`src/rtl/reg_vram_sequencer_pkg.sv`:
```
// reg_vram_sequencer_pkg: register numbers, sequencer states and word type shared by the VRAM sequencer
package xv;
  localparam logic [3:0] XR_WR_INCR = 4'd0;
  localparam logic [3:0] XR_WR_ADDR = 4'd1;
  localparam logic [3:0] XR_DATA    = 4'd2;
  localparam logic [3:0] XR_RD_INCR = 4'd3;
  localparam logic [3:0] XR_RD_ADDR = 4'd4;
  typedef enum logic [1:0] {SEQ_IDLE, SEQ_WR, SEQ_RD} seq_state_t;
  typedef logic [15:0] word_t;
endpackage

```
`src/rtl/reg_vram_sequencer.sv`:
```
// reg_vram_sequencer: assembles register byte writes and sequences VRAM read/write requests to the arbiter
// XV_RD_PREFETCH_EN: an odd-byte read of DATA queues the next streaming read
module reg_vram_sequencer
  import xv::*;
#(
  parameter int VRAM_ADDR_W = 16
) (
  input  logic                   clk,
  input  logic                   reset_n_i,
  input  logic                   write_strobe_i,
  input  logic                   read_strobe_i,
  input  logic [3:0]             reg_num_i,
  input  logic                   bytesel_i,
  input  logic [7:0]             bytedata_i,
  output logic                   vram_req_o,
  output logic                   vram_wr_o,
  output logic [VRAM_ADDR_W-1:0] vram_addr_o,
  output logic [15:0]            vram_data_o,
  input  logic                   vram_ack_i,
  input  logic [15:0]            vram_data_i,
  output logic [15:0]            rd_data_o,
  output logic                   busy_o,
  output logic                   overflow_o
);
  logic [7:0] hi;
  word_t wr_incr, rd_incr, wr_data, cval, wr_incr_n, rd_incr_n;
  logic [VRAM_ADDR_W-1:0] wr_addr, rd_addr, wr_addr_n, rd_addr_n;
  logic wr_pending, rd_pending, commit, c_wri, c_wra, c_data, c_rdi, c_rda, pf;
  logic wr_ack, rd_ack, wr_free, rd_free;
  seq_state_t state, state_n;
  assign commit = write_strobe_i & bytesel_i;
  assign cval   = {hi, bytedata_i};
  assign c_wri  = commit & (reg_num_i == XR_WR_INCR);
  assign c_wra  = commit & (reg_num_i == XR_WR_ADDR);
  assign c_data = commit & (reg_num_i == XR_DATA);
  assign c_rdi  = commit & (reg_num_i == XR_RD_INCR);
  assign c_rda  = commit & (reg_num_i == XR_RD_ADDR);
`ifdef XV_RD_PREFETCH_EN
  assign pf = read_strobe_i & bytesel_i & (reg_num_i == XR_DATA);
`else
  assign pf = read_strobe_i & 1'b0;
`endif
  assign wr_ack  = (state == SEQ_WR) & vram_ack_i;
  assign rd_ack  = (state == SEQ_RD) & vram_ack_i;
  // pending flags stay set until ack, so they also cover the in-flight access
  assign wr_free = ~wr_pending | wr_ack;
  assign rd_free = ~rd_pending | rd_ack;
  // ack-time increment applies to a value committed in the same cycle
  assign wr_addr_n = c_wra ? VRAM_ADDR_W'(cval) : wr_addr;
  assign rd_addr_n = c_rda ? VRAM_ADDR_W'(cval) : rd_addr;
  assign wr_incr_n = c_wri ? cval : wr_incr;
  assign rd_incr_n = c_rdi ? cval : rd_incr;
  assign busy_o    = wr_pending | rd_pending | (state != SEQ_IDLE);
  always_comb begin
    state_n = state;
    if (state == SEQ_IDLE)
      state_n = wr_pending ? SEQ_WR : rd_pending ? SEQ_RD : SEQ_IDLE;
    else if (vram_ack_i)
      state_n = SEQ_IDLE;
  end
  always_ff @(posedge clk or negedge reset_n_i) begin
    if (!reset_n_i) begin
      state       <= SEQ_IDLE;
      hi          <= '0;
      wr_incr     <= '0;
      rd_incr     <= '0;
      wr_addr     <= '0;
      rd_addr     <= '0;
      wr_data     <= '0;
      wr_pending  <= 1'b0;
      rd_pending  <= 1'b0;
      overflow_o  <= 1'b0;
      vram_req_o  <= 1'b0;
      vram_wr_o   <= 1'b0;
      vram_addr_o <= '0;
      vram_data_o <= '0;
      rd_data_o   <= '0;
    end else begin
      state      <= state_n;
      vram_req_o <= state_n != SEQ_IDLE;
      if (write_strobe_i & ~bytesel_i) hi <= bytedata_i;
      wr_incr    <= wr_incr_n;
      rd_incr    <= rd_incr_n;
      wr_addr    <= wr_ack ? wr_addr_n + VRAM_ADDR_W'(wr_incr_n) : wr_addr_n;
      rd_addr    <= rd_ack ? rd_addr_n + VRAM_ADDR_W'(rd_incr_n) : rd_addr_n;
      if (c_data & wr_free) wr_data <= cval;
      wr_pending <= (c_data & wr_free) | (wr_pending & ~wr_ack);
      rd_pending <= ((c_rda | pf) & rd_free) | (rd_pending & ~rd_ack);
      overflow_o <= overflow_o | (c_data & ~wr_free) | (c_rda & ~rd_free);
      // access attributes are frozen when the request launches
      if ((state == SEQ_IDLE) && (state_n != SEQ_IDLE)) begin
        vram_wr_o   <= state_n == SEQ_WR;
        vram_addr_o <= (state_n == SEQ_WR) ? wr_addr : rd_addr;
        vram_data_o <= wr_data;
      end
      if (rd_ack) rd_data_o <= vram_data_i;
    end
  end
endmodule
```
`config.mk`:
```
export PLATFORM = sky130hd
export DESIGN_NAME = reg_vram_sequencer
export DESIGN_NICKNAME = d
export VERILOG_FILES = /design/src/rtl/reg_vram_sequencer_pkg.sv /design/src/rtl/reg_vram_sequencer.sv
export SDC_FILE = /design/constraint.sdc
export NUM_CORES = 1
export LEC_CHECK = 0
export ABC_AREA = 0
export CORE_ASPECT_RATIO = 1.1
export CORE_MARGIN = 2
export CORE_UTILIZATION = 45
export DETAILED_ROUTE_END_ITERATION = 12
export MAX_ROUTING_LAYER = met4
export PLACE_DENSITY = 0.66
export SKIP_LAST_GASP = 1
export SLEW_MARGIN = 20
export SYNTH_ARGS = -nofsm -noshare
export SYNTH_HDL_FRONTEND = slang
export SYNTH_SLANG_ARGS = --single-unit
```
`constraint.sdc`:
```
create_clock -name clk -period 3.6 [get_ports clk]
set_input_delay 0.36 -clock clk [delete_from_list [all_inputs] [get_ports clk]]
set_output_delay 0.36 -clock clk [all_outputs]
set_load 0.02 [all_outputs]
```
# Word level (Yosys, flattened, before mapping)
# Index checks and enable logic that the tools add are counted.
# Widths: inputs -> output; s select.
classes:
  add_sub_neg: 2
  n_eq_ne: 7
  mux: 11
  n_bitwise: 30
  n_reduce_logical: 5
ops:
  columns: ["operator", "n"]
  rows:
  - ["$mux 16", 7]
  - ["$add 16x16->16", 2]
  - ["$and 1x1->1", 15]
  - ["$eq 4x2->1 const B", 2]
  - ["$mux 2", 4]
  - ["$or 1x1->1", 8]
  - ["$not 1->1", 7]
  - ["$eq 2x1->1 const B", 2]
  - ["$eq 4x1->1 const B", 1]
  - ["$eq 4x3->1 const B", 1]
  - ["$logic_not 4->1", 1]
  - ["$reduce_bool 2->1", 2]
  - ["$eq 2x2->1 const B", 1]
  - ["$logic_not 2->1", 1]
  - ["$logic_and 1x1->1", 1]
totals:
  ff_bits: 143
  in_bits: 34
  elab_cells: 70

# Longest topological paths before layout
# Gate-level depths: netlist of the first run.
logic_depth:
  word_depth: 7
  mapped_depth: 20
  mapped_depth_nobuf: 16

# Least setup slack after synthesis of the first run
# No wires, ideal clock.
synth_timing:
  kind: "input port to flip-flop"
  from: "in reg_num_i[3]"
  to: "reg wr_addr[15]"
  arrival_time_ns: 3.952
  setup_slack_ns: -0.431
  cell_stages: 17
  n_path_buf: 3
  cell_sequence: "and4bb_1 > buf_6 > nand2_1 > clkbuf_1 > buf_1 > mux2i_1 > inv_1 > ha_1 > a21o_1 > a21o_1 > a211o_1 > a41oi_1 > o31ai_4 > a41oi_2 > a31o_1 > mux2i_1 > xor2_1"
synth_via:
  elab_chain_cells: 5
  elab_cells_between_ends: 8
synth_rtl:
  columns: ["item", "line", "rtl"]
  rows:
  - ["start: declaration", "reg_vram_sequencer.sv:12", "input logic [3:0] reg_num_i,"]
  - ["$logic_not 4->1", "reg_vram_sequencer.sv:33", "assign c_wri = commit & (reg_num_i == XR_WR_INCR);"]
  - ["$and 1x1->1", "reg_vram_sequencer.sv:33", null]
  - ["$mux 16", "reg_vram_sequencer.sv:51", "assign wr_incr_n = c_wri ? cval : wr_incr;"]
  - ["net wr_incr_n[1]", "reg_vram_sequencer.sv:26", "word_t wr_incr, rd_incr, wr_data, cval, wr_incr_n, rd_incr_n;"]
  - ["$add 16x16->16", "reg_vram_sequencer.sv:84", "wr_addr <= wr_ack ? wr_addr_n + VRAM_ADDR_W'(wr_incr_n) : wr_addr_n;"]
  - ["$mux 16", "reg_vram_sequencer.sv:84", null]
  - ["end signal: assignment", "reg_vram_sequencer.sv:84", null]
  - ["end: declaration", "reg_vram_sequencer.sv:27", "logic [VRAM_ADDR_W-1:0] wr_addr, rd_addr, wr_addr_n, rd_addr_n;"]
# The timed path passes the listed nets, and every way through them passes these cells.
# A chain may end at the register's enable or synchronous reset.

# Worst setup path in the final report of the first run
layout_timing:
  from: "in reg_num_i[0]"
  to: "reg rd_addr[15]"
layout_via:
  elab_chain_cells: 5
  elab_cells_between_ends: 8
layout_rtl:
  columns: ["item", "line", "rtl"]
  rows:
  - ["$eq 4x3->1 / $eq 4x2->1 (equally long branches)", "reg_vram_sequencer.sv:37, reg_vram_sequencer.sv:36", null]
  - ["$and 1x1->1 (on tied branches)", "reg_vram_sequencer.sv:37, reg_vram_sequencer.sv:36", null]
  - ["$mux 16 (on tied branches)", "reg_vram_sequencer.sv:50, reg_vram_sequencer.sv:52", null]
  - ["$add 16x16->16", "reg_vram_sequencer.sv:85", "rd_addr <= rd_ack ? rd_addr_n + VRAM_ADDR_W'(rd_incr_n) : rd_addr_n;"]
  - ["$mux 16 (*)", "reg_vram_sequencer.sv:85", null]
  - ["end signal: assignment", "reg_vram_sequencer.sv:85", null]
  - ["end: declaration", "reg_vram_sequencer.sv:27", null]
# Mark *: on every way between the ends. The rest lies on a longest branch, timed or not.

==> flow_metrics.env, run 1 <==
export IMPL_wirelength_mm=20.1
export IMPL_worst_setup_path_end_kind="flop"
export IMPL_cts_root_buf="clkbuf_16"
export IMPL_clk_path_buf_depth=2
export IMPL_seqCellArea_um2=3580
export IMPL_crit_required_ns=3.91
export IMPL_placed_cell_area_um2=9700
export IMPL_fin_crit_ns=3.37
export IMPL_htreeDepth=4
export IMPL_fin_skew_ns=0.00582
export IMPL_drc=0
export IMPL_synthMostInstantiatedCell="nand2_1"
export IMPL_io_pins=86
export IMPL_wl_per_cell_um=16.4
export IMPL_syn_avg_cell_area_um2=9.74
export IMPL_worstHoldPathType="in2async"
export IMPL_core_area_um2=17600
export IMPL_postSynth_asyncResetShare_pct=100
export IMPL_syn_to_final_growth_pct=28.8
export IMPL_slowest_delay_ns=0.40
export IMPL_cts_tree="done"
export IMPL_fin_crit_sh_pct=93.6
export IMPL_netlist_instances=824
export IMPL_rsz0062_at_grt="no"
export IMPL_num_vias=6509
export IMPL_synth_seq_area_share_pct=44.6
export IMPL_synth_edff_count=0
export IMPL_multi_input_area_um2=4280
export IMPL_grt_pass1_vias=6423
export IMPL_insertion_delay_ns=0.43
export IMPL_grt_pass1_wl_mm=32.3
export IMPL_die_w_um=131
export IMPL_die_h_um=144
export IMPL_slowest_stage="a2111oi_2"
export IMPL_synth_flop_cell="dfrtp_1"
export IMPL_cp_arrival_ns=3.68
export IMPL_first_pass_iters=4
export IMPL_p_leak_nw=4.91
export IMPL_grt_max_degree=89
export IMPL_ctsHoldBuffers=0
export IMPL_report_final_setup_viol=0
export IMPL_worst_pin_slew_ns=0.848
export IMPL_critPathLaunch="reg_num_i[0]"
export IMPL_irDropWorstVdd_mv=0.370
export IMPL_ff2ff_path_depth=12
export IMPL_ant_nets=0
export IMPL_grt_usage_pct=22.3
export IMPL_num_rows=51
export IMPL_crit_end="rd_addr[15]"
export IMPL_synthTopCellsByArea="dfrtp_1 45%, nand2_1 9.0%, mux2_2 8.6%"
export IMPL_worst_slack_ns=0.229
export IMPL_reg2reg_from="rd_addr[1]"
export IMPL_hold_violations=3
export IMPL_port_buffers=84
export IMPL_violations="hold timing"
export IMPL_r2r_end="rd_addr[15]"
export IMPL_yosysTopAreaCell="dfrtp_1"
export IMPL_n_antenna_cell=0
export IMPL_stdcell_area_um2=10300
export IMPL_ff2ff_setup_slack_ns=0.55
export IMPL_ys_types=74
export IMPL_synth_common_cells="192 x nand2_1, 143 x dfrtp_1, 61 x mux2_2"
export IMPL_vias_per_cell=5.31
export IMPL_synth_area_um2=8020
export IMPL_overflow=0
export IMPL_numCtsBuffers=17
export IMPL_cp_num_cells=16
export IMPL_path_buf_inv=3
export IMPL_clk_pin_slew_worst_paths_ns=0.06
export IMPL_fin_hold_ws_ns=-0.0151
export IMPL_yosysWarningCount=0
export IMPL_nNetsFinal=1035
export IMPL_crit_path_start_kind="input pin"
export IMPL_max_cap_violations=0
export IMPL_status="complete, but fails checks"
export IMPL_drive_gt1_share_pct=21.9
export IMPL_worstPathCellList="dlygate4sd2_1 > buf_4 > nor3b_4 > nand2_1 > mux2i_1 > inv_1 > ha_1 > a211oi_1 > o211ai_1 > a21oi_1 > o31a_1 > a221o_1 > o21ai_4 > a2111oi_2 > a21oi_2 > xor2_1"
export IMPL_hpwl_mm=14.4
export IMPL_maxSlewViolCount=0
export IMPL_setup_tns_ns=0
export IMPL_synth_top_area_share_pct=44.6
export IMPL_critPathTopFamily="compound AO/OA/AOI/OAI gates"
export IMPL_crit_type="in2reg"
export IMPL_antenna_found_initial=0
export IMPL_cp_max_fo=6
export IMPL_start_util_pct=45.6
export IMPL_max_slew_margin_rel_pct=43.5
export IMPL_fill_cells=1569
export IMPL_syn_nets=884
export IMPL_synth_seq_cells=143
export IMPL_fmax_mhz=297
export IMPL_gp_congestion=0.904
export IMPL_cts_sinks=143
export IMPL_pre_cts_slack_ns=-0.555
export IMPL_design_die_area_um2=18900
export IMPL_drtIter0Drc=309
export IMPL_powerDensity_nw_per_um2=783
cells by family (layout without fill, tap and decap cells):
family | after synthesis | after routing | synth area share (%)
compound gates | 162 | 162 | 13.5
xor+xnor | 41 | 41 | 4.48
fa+ha+maj | 31 | 31 | 4.90
buf+inv | 60 | 224 | 3.13
flops | 143 | 143 | 44.6
mux | 99 | 99 | 13.3
simple gates | 288 | 288 | 16.1
cells in the final DEF (no fill, tap or decap), types with 5 or more instances in the layout:
cell             instances
a21o_1                   9
a21oi_1                 22
a31oi_1                  6
and2_1                   6
and3_1                   5
buf_4                   87
clkbuf_16               17
clkdlybuf4s50_1         77
dfrtp_1                143
ha_1                    23
inv_1                   19
mux2_2                  61
mux2i_1                 36
nand2_1                191
nand3_1                 12
nor2_1                  30
nor3_1                   6
o211ai_1                 5
o21ai_0                 51
o21ai_1                  7
o31ai_1                 10
xnor2_1                 22
xor2_1                  19
how the worst min path moves through the flow:
stage | startpoint | endpoint
2_1_floorplan | reset_n_i | asynchronous set/reset pin
3_3_place_gp | flop | flop
3_5_place_dp | rd_data_o[5] | rd_data_o[5]
4_1_cts | reset_n_i | rd_data_o[14]
5_1_grt | reset_n_i | rd_data_o[9]
6_report | reset_n_i | rd_data_o[14]
power breakdown:
part / leakage (nW) / internal, mW / switching [mW] / total [mW]
registers: 1.82 / 2.17 / 0.411 / 2.58
clock network: 0.275 / 1.04 / 0.711 / 1.75
logic: 2.82 / 1.82 / 1.94 / 3.76
total: 4.91 / 5.03 / 3.06 / 8.09
what timing repair did:
item / 4_1_cts / 5_1_grt
endpoints found under the setup margin: 8 / 16
gates resized for setup: 8 / 10
setup buffers: 0 / 1
pin swaps: 6 / 5
cloned: 0 / 0
final cells by class:
type / count / share of cell area, %
clock buffers: 19 / 4.28
clock inverters: 13 / 1.36
inverters: 20 / 0.726
multi-input cells: 621 / 41.4
flip-flops and latches: 143 / 34.6
well taps: 238 / 2.88
repair buffers: 172 / 14.7
metrics by stage:
stage	utilization [%]	hold WS (ns)	instances	total power, mW
6_report	58.7	-0.0151	1226	8.09
5_1_grt	58.7	0.0580	1226	8.65
3_5_place_dp	55.1	0.462	1193	6.32
4_1_cts	58.5	0.0481	1225	8.13
3_3_place_gp	55.1	0.456	1193	6.23
2_1_floorplan	-	0.0644	824	4.92
state kept, by name (all words and copies together) (netlist names), named ones only:
register     cells
rd_data_o       16
rd_addr         16
state            2
vram_req_o       1
hi               8
vram_data_o     16
vram_addr_o     16
wr_data         16
rd_incr         15
overflow_o       1
wr_addr         16
rd_pending       1
wr_incr         15
wr_pending       1
vram_wr_o        1
routing by layer:
layer	GRT usage, %	up-vias	wire, µm
met5	-	-	0
met4	8.18	0	405
met3	3.12	31	509
met2	36.6	117	9680
met1	28.6	3175	9510
li1	-	3186	-
Note: power is estimated with default switching activity, not from simulation.
==> run 2, diff against run 1 <==
==> constraint.sdc (replaced) <==
create_clock -name clk -period 3.6 [get_ports clk]
set_input_delay 0.54 -clock clk [delete_from_list [all_inputs] [get_ports clk]]
set_output_delay 0.54 -clock clk [all_outputs]
set_load 0.02 [all_outputs]
==> run 2 against run 1 <==
Against the previous run:
- the flow now finishes without violations
- sequential share of layout area decreased by 0.67 points
- non-clock buffer count grew 11
- power is 1.2% higher
- maximum frequency is 1.3% lower
- critical path depth stayed put
- final area is 2.0% higher
- hold slack better by 0.15 ns
==> flow_metrics.env, run 2 (same netlist as run 1, synthesis figures left out) <==
export IMPL_die_h_um=144
export IMPL_fin_util_pct=59.9
export IMPL_fin_crit_sh_pct=94.8
export IMPL_nNetsFinal=1046
export IMPL_multi_input_area_um2=4440
export IMPL_vias_per_cell=5.27
export IMPL_cts_root_buf="clkbuf_16"
export IMPL_fmax_mhz=293
export IMPL_hold_violations=0
export IMPL_n_antenna_cell=0
export IMPL_status="finished, final reports clean"
export IMPL_port_buffers=84
export IMPL_worst_slack_ns=0.186
export IMPL_syn_to_final_growth_pct=31.4
export IMPL_cts_sinks=143
export IMPL_cp_max_fo=5
export IMPL_clk_pin_slew_worst_paths_ns=0.06
export IMPL_num_rows=51
export IMPL_start_util_pct=45.6
export IMPL_irDropWorstVdd_mv=0.405
export IMPL_seqCellArea_um2=3580
export IMPL_cp_arrival_ns=3.71
export IMPL_grt_pass1_wl_mm=33.3
export IMPL_drtIter0Drc=339
export IMPL_ant_nets=0
export IMPL_core_area_um2=17600
export IMPL_numCtsBuffers=17
export IMPL_die_w_um=131
export IMPL_worst_pin_slew_ns=0.867
export IMPL_powerDensity_nw_per_um2=777
export IMPL_grt_max_degree=77
export IMPL_maxSlewViolCount=0
export IMPL_num_vias=6513
export IMPL_worstHoldPathType="in2async"
export IMPL_worst_setup_path_end_kind="flop"
export IMPL_wl_per_cell_um=16.3
export IMPL_rsz0062_at_grt="no"
export IMPL_io_pins=86
export IMPL_layout_common_cells="187 x nand2_1, 143 x dfrtp_1, 97 x buf_4"
export IMPL_crit_path_start_kind="input pin"
export IMPL_placed_cell_area_um2=9880
export IMPL_max_cap_violations=0
export IMPL_first_pass_iters=4
export IMPL_report_final_setup_viol=0
export IMPL_drive_gt1_share_pct=25.5
export IMPL_fin_skew_ns=0.00949
export IMPL_crit_required_ns=3.90
export IMPL_htreeDepth=4
export IMPL_overflow=0
export IMPL_gp_congestion=0.887
export IMPL_crit_type="in2reg"
export IMPL_hpwl_mm=14.9
export IMPL_wirelength_mm=20.1
export IMPL_p_leak_nw=4.97
export IMPL_grt_usage_pct=23.2
export IMPL_clk_path_buf_depth=2
export IMPL_ctsHoldBuffers=0
export IMPL_drc=0
export IMPL_cts_tree="done"
export IMPL_insertion_delay_ns=0.43
export IMPL_design_die_area_um2=18900
export IMPL_fill_cells=1553
export IMPL_pre_cts_slack_ns=-0.683
export IMPL_max_slew_margin_rel_pct=42.1
export IMPL_fin_crit_ns=3.41
export IMPL_final_common_cell="nand2_1"
export IMPL_grt_pass1_vias=6610
export IMPL_stdcell_area_um2=10500
export IMPL_antenna_found_initial=0
==> run 2: final cells by class <==
type / instances / share of cell area [%]
multi-input cells: 621 / 42.1
inverters: 20 / 0.712
flip-flops and latches: 143 / 33.9
clock buffers: 19 / 4.30
clock inverters: 13 / 1.20
repair buffers: 183 / 14.9
well taps: 238 / 2.82
==> run 2: path summary, 6_finish.rpt <==
check                         startpoint            end  slack [ns]  depth (start not counted)
max                            bytesel_i    rd_addr[15]        0.19                         16
min                            reset_n_i     rd_incr[2]        0.13                          1
max reg2reg                   rd_addr[1]    rd_addr[15]        0.58                         12
min reg2reg                rd_data_o[12]  rd_data_o[12]        0.47                          2
max in group asynchronous      reset_n_i    wr_incr[13]        2.71                          2
min in group clk           rd_data_o[12]  rd_data_o[12]        0.47                          2
==> run 2: power breakdown <==
part	total, mW	switching (mW)	internal (mW)
clock network	1.72	0.723	1.00
registers	2.58	0.412	2.17
logic	3.88	1.97	1.91
total	8.19	3.11	5.09
==> run 2: repair_timing <==
action                     4_1_cts  5_1_grt
setup endpoints to repair       15       13
hold endpoints to repair         0        0
gates resized for setup         12       22
setup buffers                    1        3
pin swaps                        6       15
==> run 2: through the flow <==
step / hold WS [ns] / std cells / total power, mW / TNS [ns]
after floorplan: 0.244 / 824 / 4.99 / -0.413
after global placement: 0.455 / 1201 / 6.34 / -8.68
after detailed placement: 0.463 / 1201 / 6.42 / -9.79
after CTS: 0.169 / 1234 / 8.19 / 0
after global routing: 0.183 / 1237 / 8.76 / 0
final: 0.130 / 1237 / 8.19 / 0
==> run 2: critical path, stage by stage <==
cell and delay (ns):
clkbuf_2 0.13, and4bb_2 0.29, buf_4 0.14, nand2_2 0.07, mux2i_2 0.26, inv_2 0.09
ha_4 0.27, a21o_1 0.10, a21oi_1 0.10, maj3_2 0.35, o31a_1 0.30, a221o_1 0.37
o21ai_4 0.23, a41o_1 0.21, a21oi_2 0.07, xor2_1 0.18
==> run 2: per-layer routing <==
layer,vias to the layer above,track usage [%],part of all wire [%],wire (µm)
met1,3142,28.9,46,9330
li1,3207,-,-,-
met3,28,4.00,3.3,657
met2,136,38.8,49,9820
met5,-,-,0,0
met4,0,7.84,1.7,337
==> run 3, diff against run 2 <==
CELL_PAD_IN_SITES_DETAIL_PLACEMENT = 0   (was default)
CELL_PAD_IN_SITES_GLOBAL_PLACEMENT = 1   (was default)
PLACE_DENSITY = default   (was 0.66)
PLACE_DENSITY_LB_ADDON = 0.1   (was default)
==> run 3 against run 2 <==
Against the previous run:
- utilization increased by 1.1 points
- maximum frequency shrank 0.22%
- register-to-register slack about the same
- largest power group unchanged
- worst setup slack lost 0.0074 ns
- die area unchanged
==> flow_metrics.env, run 3 (same netlist as run 1, synthesis figures left out) <==
export IMPL_status="finished, final reports clean"
export IMPL_cp_max_fo=6
export IMPL_nNetsFinal=1061
export IMPL_gp_congestion=0.870
export IMPL_die_h_um=144
export IMPL_crit_path_frequent_cell="mux2_4"
export IMPL_reg2reg_from="rd_addr[1]"
export IMPL_num_vias=6845
export IMPL_syn_to_final_growth_pct=33.8
export IMPL_worst_slack_ns=0.179
export IMPL_cts_root_buf="clkbuf_16"
export IMPL_ff2ff_path_depth=12
export IMPL_ant_nets=0
export IMPL_max_slew_margin_rel_pct=44.7
export IMPL_crit_type="in2reg"
export IMPL_cts_sinks=143
export IMPL_crit_required_ns=3.92
export IMPL_num_rows=51
export IMPL_worstHoldPathType="in2async"
export IMPL_insertion_delay_ns=0.44
export IMPL_critPathLaunch="bytedata_i[0]"
export IMPL_ff2ff_setup_slack_ns=0.57
export IMPL_grt_usage_pct=25.5
export IMPL_crit_end="wr_addr[12]"
export IMPL_r2r_end="rd_addr[15]"
export IMPL_cts_tree="done"
export IMPL_core_area_um2=17600
export IMPL_worstPathCellList="clkdlybuf4s50_1 > mux2_4 > ha_4 > inv_2 > fa_2 > nor2b_4 > o21ai_0 > a32oi_1 > a311oi_2 > o21ai_2 > nor4_2 > o31ai_1 > xor2_1 > mux2_4"
export IMPL_crit_path_start_kind="input pin"
export IMPL_worst_pin_slew_ns=0.830
export IMPL_start_util_pct=45.6
export IMPL_overflow=0
export IMPL_report_final_setup_viol=0
export IMPL_antenna_found_initial=0
export IMPL_grt_pass1_wl_mm=36.3
export IMPL_clk_pin_slew_worst_paths_ns=0.07
export IMPL_clk_path_buf_depth=2
export IMPL_grt_pass1_vias=6830
export IMPL_powerDensity_nw_per_um2=786
export IMPL_irDropWorstVdd_mv=0.375
export IMPL_wirelength_mm=22.8
export IMPL_slowest_delay_ns=0.70
export IMPL_n_antenna_cell=0
export IMPL_htreeDepth=4
export IMPL_drtIter0Drc=478
export IMPL_design_die_area_um2=18900
export IMPL_vias_per_cell=5.47
export IMPL_first_pass_iters=4
export IMPL_worst_setup_path_end_kind="flop"
export IMPL_hold_violations=0
export IMPL_fin_skew_ns=0.0102
export IMPL_max_cap_violations=0
export IMPL_numCtsBuffers=17
export IMPL_die_w_um=131
export IMPL_drive_gt1_share_pct=27.0
export IMPL_grt_max_degree=90
export IMPL_port_buffers=84
export IMPL_setup_tns_ns=0
export IMPL_fin_crit_sh_pct=95.0
export IMPL_final_common_cell="nand2_1"
export IMPL_cp_arrival_ns=3.74
export IMPL_hpwl_mm=16.1
export IMPL_fmax_mhz=292
export IMPL_power_mw=8.44
export IMPL_p_leak_nw=5.07
export IMPL_layout_common_cells="185 x nand2_1, 143 x dfrtp_1, 106 x buf_4"
export IMPL_slowest_stage="clkdlybuf4s50_1"
export IMPL_maxSlewViolCount=0
export IMPL_drc=0
export IMPL_io_pins=86
export IMPL_wl_per_cell_um=18.2
export IMPL_fin_crit_ns=3.42
export IMPL_rsz0062_at_grt="no"
export IMPL_pre_cts_slack_ns=-0.682
[run 3: through the flow]
step           cells  utilization, %  instance area (µm²)  hold WS (ns)
2_1_floorplan    824               -                 8250         0.244
3_5_place_dp    1202            56.2                 9900         0.462
5_1_grt         1252            61.0                10700         0.257
4_1_cts         1237            59.8                10500         0.227
3_3_place_gp    1202            56.2                 9900         0.457
6_report        1252            61.0                10700         0.184
[run 3: worst min path at each step]
| stage | startpoint | cells past startpoint | slack [ns] | end |
|---|---|---|---|---|
| after global routing | reset_n_i | 1 | 0.26 | vram_data_o[1] |
| after floorplan | reset_n_i | 0 | 0.24 | asynchronous set/reset pin |
| after CTS | reset_n_i | 1 | 0.23 | wr_data[2] |
| after global placement | flop | 2 | 0.46 | flop |
| final | reset_n_i | 1 | 0.18 | vram_data_o[1] |
| after detailed placement | rd_data_o[1] | 2 | 0.46 | rd_data_o[1] |
[run 3: worst max-delay path, delay by kind of cell]
family / cells / cell delay (ns)
fa+ha+maj: 2 / 0.54
buf+inv: 2 / 0.74
simple gates: 2 / 0.21
compound gates: 5 / 1.08
xor+xnor: 1 / 0.10
mux: 2 / 0.53
[run 3: power by group]
part           total, mW  internal, mW  switching, mW
Clock               1.77         0.976          0.792
Sequential          2.61          2.17          0.440
Combinational       4.06          2.00           2.07
Total               8.44          5.14           3.30
[run 3: per-layer routing]
metal	wire length (µm)	vias up	global-route usage (%)
li1	-	3245	-
met1	10500	3389	32.2
met2	11100	171	42.1
met3	775	40	4.14
met4	509	0	8.87
met5	0	-	-
[run 3: layout make-up]
type	instances	area [µm²]
flip-flops and latches	143	3580
inverters	20	75.1
repair buffers	198	1720
fillers	1508	6880
clock buffers	17	425
well taps	238	298
clock inverters	15	149
multi-input cells	621	4490
[run 3: what timing repair did]
| action | in CTS | in global routing |
|---|---|---|
| endpoints found under the setup margin | 14 | 11 |
| buffers inserted | 3 | 15 |
| resized for setup | 14 | 35 |
| hold buffers | 0 | 0 |
| pin swaps | 9 | 28 |
